==> config.mk <==
export PLATFORM = sky130hd
export DESIGN_NAME = rd84_operand_sequencer
export DESIGN_NICKNAME = d
export VERILOG_FILES = /design/src/rtl/rd84_operand_sequencer.sv
export SDC_FILE = /design/constraint.sdc
export NUM_CORES = 1
export LEC_CHECK = 0
export BUFFER_PORTS_ARGS = -buffer_cell sky130_fd_sc_hd__buf_2
export CAP_MARGIN = 40
export CORE_MARGIN = 1.5
export CORE_UTILIZATION = 30
export CTS_BUF_LIST = sky130_fd_sc_hd__clkbuf_16
export DETAILED_ROUTE_END_ITERATION = 12
export PLACE_DENSITY = 0.56
export SYNTH_ARGS = -nofsm -noshare
export SYNTH_HDL_FRONTEND = slang
export SYNTH_SLANG_ARGS = --single-unit
==> constraint.sdc <==
create_clock -name clk -period 5 [get_ports clk]
set_input_delay 0.5 -clock clk [delete_from_list [all_inputs] [get_ports clk]]
set_output_delay 0.5 -clock clk [all_outputs]
set_load 0.02 [all_outputs]
==> src/rtl/rd84_operand_sequencer.sv <==
// Serial operand loader, fixed-window evaluation hold and result handshake around the rd84 evaluator.
// Optional macro RD84_POPCNT_EN adds res_popcnt, the count of 1-bits in the returned operand.
module rd84_operand_sequencer #(
  parameter int WIDTH       = 8,
  parameter int EVAL_CYCLES = 4,
  parameter int CNT_W       = $clog2(WIDTH + 1)
) (
  input  logic             clk,
  input  logic             rst,
  input  logic             clear,
  input  logic             in_bit,
  input  logic             in_valid,
  output logic             in_ready,
  output logic [WIDTH-1:0] x_out,
  output logic             x_valid,
  output logic             eval_start,
  input  logic             z_in,
  output logic             res_valid,
  input  logic             res_ready,
  output logic             res_data
`ifdef RD84_POPCNT_EN
  ,
  output logic [CNT_W-1:0] res_popcnt
`endif
);

  localparam int ECNT_W = (EVAL_CYCLES > 1) ? $clog2(EVAL_CYCLES) : 1;

  generate
    if (EVAL_CYCLES < 1) begin : g_bad_eval_cycles
      $error("rd84_operand_sequencer: EVAL_CYCLES must be at least 1");
    end
    if (WIDTH < 2) begin : g_bad_width
      $error("rd84_operand_sequencer: WIDTH must be at least 2");
    end
  endgenerate

  // Handshakes: a transfer happens on a rising edge where valid and ready are both high.
  // in_ready, x_valid, res_valid and eval_start are registers, so no input reaches an output combinationally.
  typedef enum logic [1:0] {
    LOAD = 2'd0,
    EVAL = 2'd1,
    RESP = 2'd2
  } state_t;

  state_t            state;
  logic [CNT_W-1:0]  cnt;
  logic [ECNT_W-1:0] ecnt;

  always_ff @(posedge clk or posedge rst) begin
    if (rst) begin
      state      <= LOAD;
      cnt        <= '0;
      ecnt       <= '0;
      x_out      <= '0;
      res_data   <= 1'b0;
      in_ready   <= 1'b1;
      x_valid    <= 1'b0;
      eval_start <= 1'b0;
      res_valid  <= 1'b0;
`ifdef RD84_POPCNT_EN
      res_popcnt <= '0;
`endif
    end else if (clear) begin
      // x_out deliberately keeps its contents; only the control state is unwound
      state      <= LOAD;
      cnt        <= '0;
      ecnt       <= '0;
      in_ready   <= 1'b1;
      x_valid    <= 1'b0;
      eval_start <= 1'b0;
      res_valid  <= 1'b0;
`ifdef RD84_POPCNT_EN
      res_popcnt <= '0;
`endif
    end else begin
      case (state)
        LOAD: begin
          if (in_valid && in_ready) begin
            for (int k = 0; k < WIDTH; k++) begin
              if (cnt == CNT_W'(k)) x_out[k] <= in_bit;
            end
`ifdef RD84_POPCNT_EN
            res_popcnt <= res_popcnt + {{(CNT_W-1){1'b0}}, in_bit};
`endif
            if (cnt == CNT_W'(WIDTH - 1)) begin
              cnt        <= '0;
              ecnt       <= '0;
              state      <= EVAL;
              in_ready   <= 1'b0;
              x_valid    <= 1'b1;
              eval_start <= 1'b1;
            end else begin
              cnt <= cnt + CNT_W'(1);
            end
          end
        end
        EVAL: begin
          eval_start <= 1'b0;
          // z_in is only trusted at the end of the last cycle of the hold window
          if (ecnt == ECNT_W'(EVAL_CYCLES - 1)) begin
            res_data  <= z_in;
            res_valid <= 1'b1;
            state     <= RESP;
          end else begin
            ecnt <= ecnt + ECNT_W'(1);
          end
        end
        RESP: begin
          if (res_ready) begin
            state     <= LOAD;
            res_valid <= 1'b0;
            x_valid   <= 1'b0;
            in_ready  <= 1'b1;
`ifdef RD84_POPCNT_EN
            res_popcnt <= '0;
`endif
          end
        end
        default: begin
          state      <= LOAD;
          cnt        <= '0;
          ecnt       <= '0;
          in_ready   <= 1'b1;
          x_valid    <= 1'b0;
          eval_start <= 1'b0;
          res_valid  <= 1'b0;
        end
      endcase
    end
  end

endmodule

==> flow_metrics.py, run 1 <==
metrics = {
    "setup_path": {
        "critPathCaptureType": "flip-flop",
        "crit_arrival_ns": 2.01,
        "ff2ff_path_depth": 6,
        "cp_max_fo": 10,
        "start_kind": "flip-flop",
        "cp_cell_sequence": "inv_1, ha_1, and2b_1, o21ai_2, and4b_1, mux2_2",
        "cp_slowest_stage_delay_ns": 0.38,
        "r2r-start": "state[1]",
        "rr_endpoint": "ecnt[0]",
        "crit_slowest_cell": "dfrtp_1",
        "crit_type": "flip-flop to flip-flop",
        "worstPathRequired_ns": 5.14,
        "r2r_slack_ns": 3.14,
    },
    "clock_network": {
        "clock_latency_ns": 0.26,
        "numCtsBuffers": 3,
        "ctsHoldBuffers": 0,
        "cts_tree": "built",
        "cts_sinks": 21,
        "ctsLongestPathBuffers": 2,
        "cts_setup_buffers": 0,
        "clkTransAtPathRegs_ns": 0.06,
        "htreeDepth": 1,
        "root_buffer": "clkbuf_16",
        "cts_resized": 0,
    },
    "sta": {
        "fin_skew_ns": 0.00222,
        "whs_ns": 0.374,
        "tns_ns": 0,
        "finalMaxSlewViolations": 0,
        "slew_headroom": 0.484,
        "finalHoldViolations": 0,
        "period_share": 0.373,
        "setup_viol": 0,
        "period_needed_ns": 1.86,
        "rsz0062_at_grt": "false",
        "tightest_slew_ns": 0.773,
        "fmax_ghz": 0.536,
    },
    "detailed_routing": {
        "drtIter0Drc": 33,
        "routedWlPerCell_um": 12.7,
        "ant_nets": 0,
        "drc_errors": 0,
        "post_drt_via_cell_ratio": 4.91,
        "routed-via-count": 894,
        "drt_wl_total_um": 2310,
        "first_pass_iters": 4,
    },
    "layout": {
        "fill_cells": 389,
        "area_growth_pct": 17.7,
        "post-route-util": 0.374,
        "nets": 151,
        "drive_gt1_frac": 0.313,
        "antennaDiodeCount": 0,
    },
    "logic_synthesis": {
        "synth_cells": 114,
        "synth_top_cell_area_share": 0.423,
        "yosysMostFrequentCell": "dfrtp_1",
        "syn_nets": 130,
        "synth_area_leaders": "dfrtp_1 (42%), ha_1 (9.5%), mux2_2 (9.5%)",
        "synth_ff_type": "dfrtp_1",
        "async_flop_share": 1.00,
        "yosys_warnings": 0,
        "synth-seq-cells": 21,
        "synth_commonest_cells": "dfrtp_1 (20), mux2_2 (10), nand3_1 (10)",
        "synth_edf_count": 0,
        "synth_cell_types": 36,
        "yosys.area.top_type": "dfrtp_1",
        "avgSynthCellArea_um2": 10.4,
        "yosysSeqAreaShare": 0.446,
        "synthesis.area_um2": 1180,
    },
    "power_and_ir_drop": {
        "p_per_area_nw_per_um2": 297,
        "ir_drop_mv": 0.0884,
        "total_power_uw": 413,
        "p_leak_nw": 0.665,
    },
    "floorplanning": {
        "io_pins": 20,
        "die_height_um": 65.8,
        "die_w_um": 65.8,
        "start_util": 0.318,
        "std_cell_rows": 22,
        "core_um2": 3720,
        "die-area_um2": 4330,
    },
    "grt": {
        "grt_pass1_vias": 871,
        "grt_use_total": 0.118,
        "antenna_found_initial": 0,
        "grt_max_degree": 22,
        "overflow": 0,
        "grt_first_pass_wirelength_um": 3930,
    },
    "outcome": {
        "outcome": "complete, no violations",
    },
    "placement": {
        "port_buffers": 19,
        "gp_congestion": 0.824,
        "dpl.hpwl_um": 1780,
    },
    "hold_path": {
        "hp-class": "primary input to async pin",
    },
    "flow_run": {
        "maxCapViolCount": 0,
    },
}
## state kept, by name, summed over array words and instances (netlist names)
name / count
cnt: 4
ecnt: 2
eval_start: 1
in_ready: 1
res_data: 1
res_valid: 1
state: 2
x_out: 8
x_valid: 1
## critical path: cells and delay by family (launching register included)
family | cells | cell delay, ns
buffers and inverters | 1 | 0.12
muxes | 1 | 0.26
and+or+nand+nor | 2 | 0.56
AOI/OAI and AO/OA | 1 | 0.10
DFF | 1 | 0.38
adders and majority gates | 1 | 0.33
## cells in the final DEF, fill, tap and decap left out, drive strengths merged, types with 2 or more instances in the layout
cell type / synthesis / final
and2b: 2 / 2
mux2: 10 / 10
a21oi: 9 / 9
ha: 9 / 9
nand3: 10 / 10
clkbuf: 1 / 3
nor3: 5 / 5
a21o: 3 / 3
o21ai: 5 / 5
nor2: 8 / 8
dfrtp: 20 / 20
nor2b: 2 / 2
nand2: 4 / 4
inv: 8 / 8
buf: 2 / 19
## report_power, final
group / switching [mW] / internal (mW) / leakage, nW
clock network: 0.0650 / 0.108 / 0.0409
registers: 0.00592 / 0.181 / 0.282
logic: 0.0326 / 0.0209 / 0.341
total: 0.103 / 0.309 / 0.665
## stage by stage
step / cells / area (um^2) / worst slack (ns)
final: 182 / 1390 / 3.14
after global routing: 182 / 1390 / 3.00
after detailed placement: 178 / 1310 / 3.14
after CTS: 182 / 1390 / 3.13
after global placement: 178 / 1310 / 3.23
after floorplan: 114 / 1180 / 3.42
## metal layers
metal	track usage	wire length (um)	up-vias	share of wire
li1	-	-	442	-
met1	0.147	1070	437	0.46
met2	0.191	1120	10	0.49
met3	0.0204	68	5	0.029
met4	0.0703	56	0	0.024
met5	0	0	-	0
## worst max-delay path by stage
stage               startpoint  endpoint
global route          state[1]   ecnt[0]
floorplan             state[0]    cnt[3]
finish                state[1]   ecnt[0]
CTS                   state[1]   ecnt[0]
detailed placement    state[1]   ecnt[0]
global placement      state[0]   ecnt[0]
## final cells by class
class                      instances  area (um^2)  area share
clock buffer                       3         75.1      0.0540
clock inverter                     1         5.00     0.00360
inverter                           8         30.0      0.0216
multi-input combinational         82          599       0.431
sequential                        21          527       0.379
tap                               48         60.1      0.0432
timing repair buffer              19         95.1      0.0683
## logic make-up (layout without fill, tap and decap cells)
kind of cell             Yosys count  in the layout  share of synthesized area
AO/OA/AOI/OAI                     23             23                      0.125
adder cells (fa/ha/maj)            9              9                     0.0952
buffers and inverters             11             31                     0.0476
flip-flops                        21             21                      0.446
multiplexers                      10             10                     0.0952
AND/OR/NAND/NOR                   40             40                      0.192
(Power assumes the default switching activity.)
==> run 2: changes to the inputs <==
==> constraint.sdc (replaced) <==
create_clock -name clk -period 1.9 [get_ports clk]
set_input_delay 0.19 -clock clk [delete_from_list [all_inputs] [get_ports clk]]
set_output_delay 0.19 -clock clk [all_outputs]
set_load 0.02 [all_outputs]
==> run 2 against run 1 <==
  * Critical path depth unchanged
  * Clock power grew to 2.6 times the previous value
  * Routed wire length shrank 4.4%
  * Global-route usage down 0.081 points
  * Non-clock buffer count up 1
  * Register-to-register slack lost 2.9 ns
  * Sequential cell count did not move
  * Sequential power rose to 2.6 times the previous value
  * Largest power group unchanged
==> flow_metrics.py, run 2 (same netlist as run 1, synthesis figures left out) <==
metrics = {
    "outcome": {
        "outcome": "complete, no violations",
    },
    "floorplanning": {
        "io_pins": 20,
        "start_util": 0.318,
        "die-area_um2": 4330,
        "die_height_um": 65.8,
        "std_cell_rows": 22,
        "core_um2": 3720,
        "die_w_um": 65.8,
    },
    "detailed_routing": {
        "drc_errors": 0,
        "drtIter0Drc": 18,
        "post_drt_via_cell_ratio": 4.83,
        "drt_wl_total_um": 2210,
        "routed-via-count": 883,
        "routedWlPerCell_um": 12.1,
        "ant_nets": 0,
        "first_pass_iters": 4,
    },
    "clock_network": {
        "numCtsBuffers": 3,
        "ctsHoldBuffers": 0,
        "htreeDepth": 1,
        "cts_setup_buffers": 0,
        "cts_resized": 0,
        "clock_latency_ns": 0.25,
        "clkTransAtPathRegs_ns": 0.06,
        "cts_tree": "built",
        "root_buffer": "clkbuf_16",
        "cts_sinks": 21,
        "ctsLongestPathBuffers": 2,
    },
    "placement": {
        "gp_congestion": 0.895,
        "port_buffers": 19,
        "dpl.hpwl_um": 1700,
    },
    "power_and_ir_drop": {
        "total_power_mw": 1.07,
        "p_per_area_nw_per_um2": 768,
        "ir_drop_mv": 0.283,
        "p_leak_nw": 0.669,
    },
    "flow_run": {
        "maxCapViolCount": 0,
    },
    "setup_path": {
        "r2r-start": "state[0]",
        "cp_max_fo": 10,
        "rr_endpoint": "ecnt[0]",
        "crit_type": "flip-flop to flip-flop",
        "critPathCaptureType": "flip-flop",
        "start_kind": "flip-flop",
        "crit_arrival_ns": 1.80,
        "r2r_slack_ns": 0.24,
        "worstPathRequired_ns": 2.04,
        "ff2ff_path_depth": 6,
    },
    "layout": {
        "top_register": "x_out",
        "final_common_cell": "dfrtp_1",
        "layout_common_cells": "dfrtp_1 (20), buf_2 (19), nand3_1 (10), mux2_2 (10)",
        "area_growth_pct": 18.3,
        "nets": 152,
        "largest_reg_flops": 8,
        "reg_top3": "x_out: 8 flops, cnt: 4 flops",
        "antennaDiodeCount": 0,
        "drive_gt1_frac": 0.319,
    },
    "grt": {
        "grt_max_degree": 22,
        "grt_first_pass_wirelength_um": 3930,
        "antenna_found_initial": 0,
        "grt_use_total": 0.117,
        "overflow": 0,
        "grt_pass1_vias": 884,
    },
    "hold_path": {
        "hp-class": "primary input to async pin",
    },
    "sta": {
        "tns_ns": 0,
        "finalMaxSlewViolations": 0,
        "setup_viol": 0,
        "slew_headroom": 0.481,
        "period_share": 0.873,
        "finalHoldViolations": 0,
        "tightest_slew_ns": 0.777,
        "rsz0062_at_grt": "false",
        "fin_skew_ns": 0.00183,
        "period_needed_ns": 1.66,
        "fmax_ghz": 0.603,
    },
}
==> run 2: power by group <==
part / switching (mW) / leakage (nW) / internal (mW)
clock: 0.160 / 0.0409 / 0.282
combinational: 0.0852 / 0.346 / 0.0548
sequential: 0.0157 / 0.282 / 0.476
==> run 2: through the flow <==
stage / std cells / hold slack, ns / instance area, um^2 / utilization / setup slack, ns
5_1_grt: 183 / 0.175 / 1400 / 0.376 / 0.0933
4_1_cts: 183 / 0.121 / 1400 / 0.376 / 0.236
2_1_floorplan: 114 / 0.166 / 1180 / - / 0.322
3_5_place_dp: 179 / 0.390 / 1320 / 0.355 / 0.240
6_report: 183 / 0.0737 / 1400 / 0.376 / 0.241
3_3_place_gp: 179 / 0.379 / 1320 / 0.355 / 0.280
==> run 2: critical path, stage by stage, from the launching register on <==
cell	delay [ns]
dfrtp_1	0.41
inv_1	0.09
ha_1	0.16
and2b_1	0.33
o21ai_2	0.10
and4b_1	0.19
mux2_2	0.25
==> run 2: layer usage <==
| metal | routed length, um | up-vias | global-route usage |
|---|---|---|---|
| li1 | - | 444 | - |
| met1 | 1060 | 426 | 0.162 |
| met2 | 1060 | 11 | 0.172 |
| met3 | 69 | 2 | 0.0273 |
| met4 | 23 | 0 | 0.0573 |
| met5 | 0 | - | 0 |
==> run 2: layout make-up <==
| cell class | count | area, um^2 |
|---|---|---|
| repair buffers | 20 | 103 |
| well taps | 48 | 60.1 |
| fillers | 390 | 2320 |
| clock buffers | 3 | 75.1 |
| inverters | 8 | 30.0 |
| multi-input cells | 82 | 599 |
| clock inverters | 1 | 5.00 |
| flip-flops and latches | 21 | 527 |
==> run 2: how the worst max path moves through the flow <==
stage / start / endpoint / cells after the start
2_1_floorplan: state[0] / cnt[3] / 8
3_3_place_gp: state[0] / ecnt[0] / 6
3_5_place_dp: state[1] / ecnt[0] / 6
4_1_cts: state[1] / ecnt[0] / 6
5_1_grt: state[1] / ecnt[0] / 6
6_report: state[0] / ecnt[0] / 6
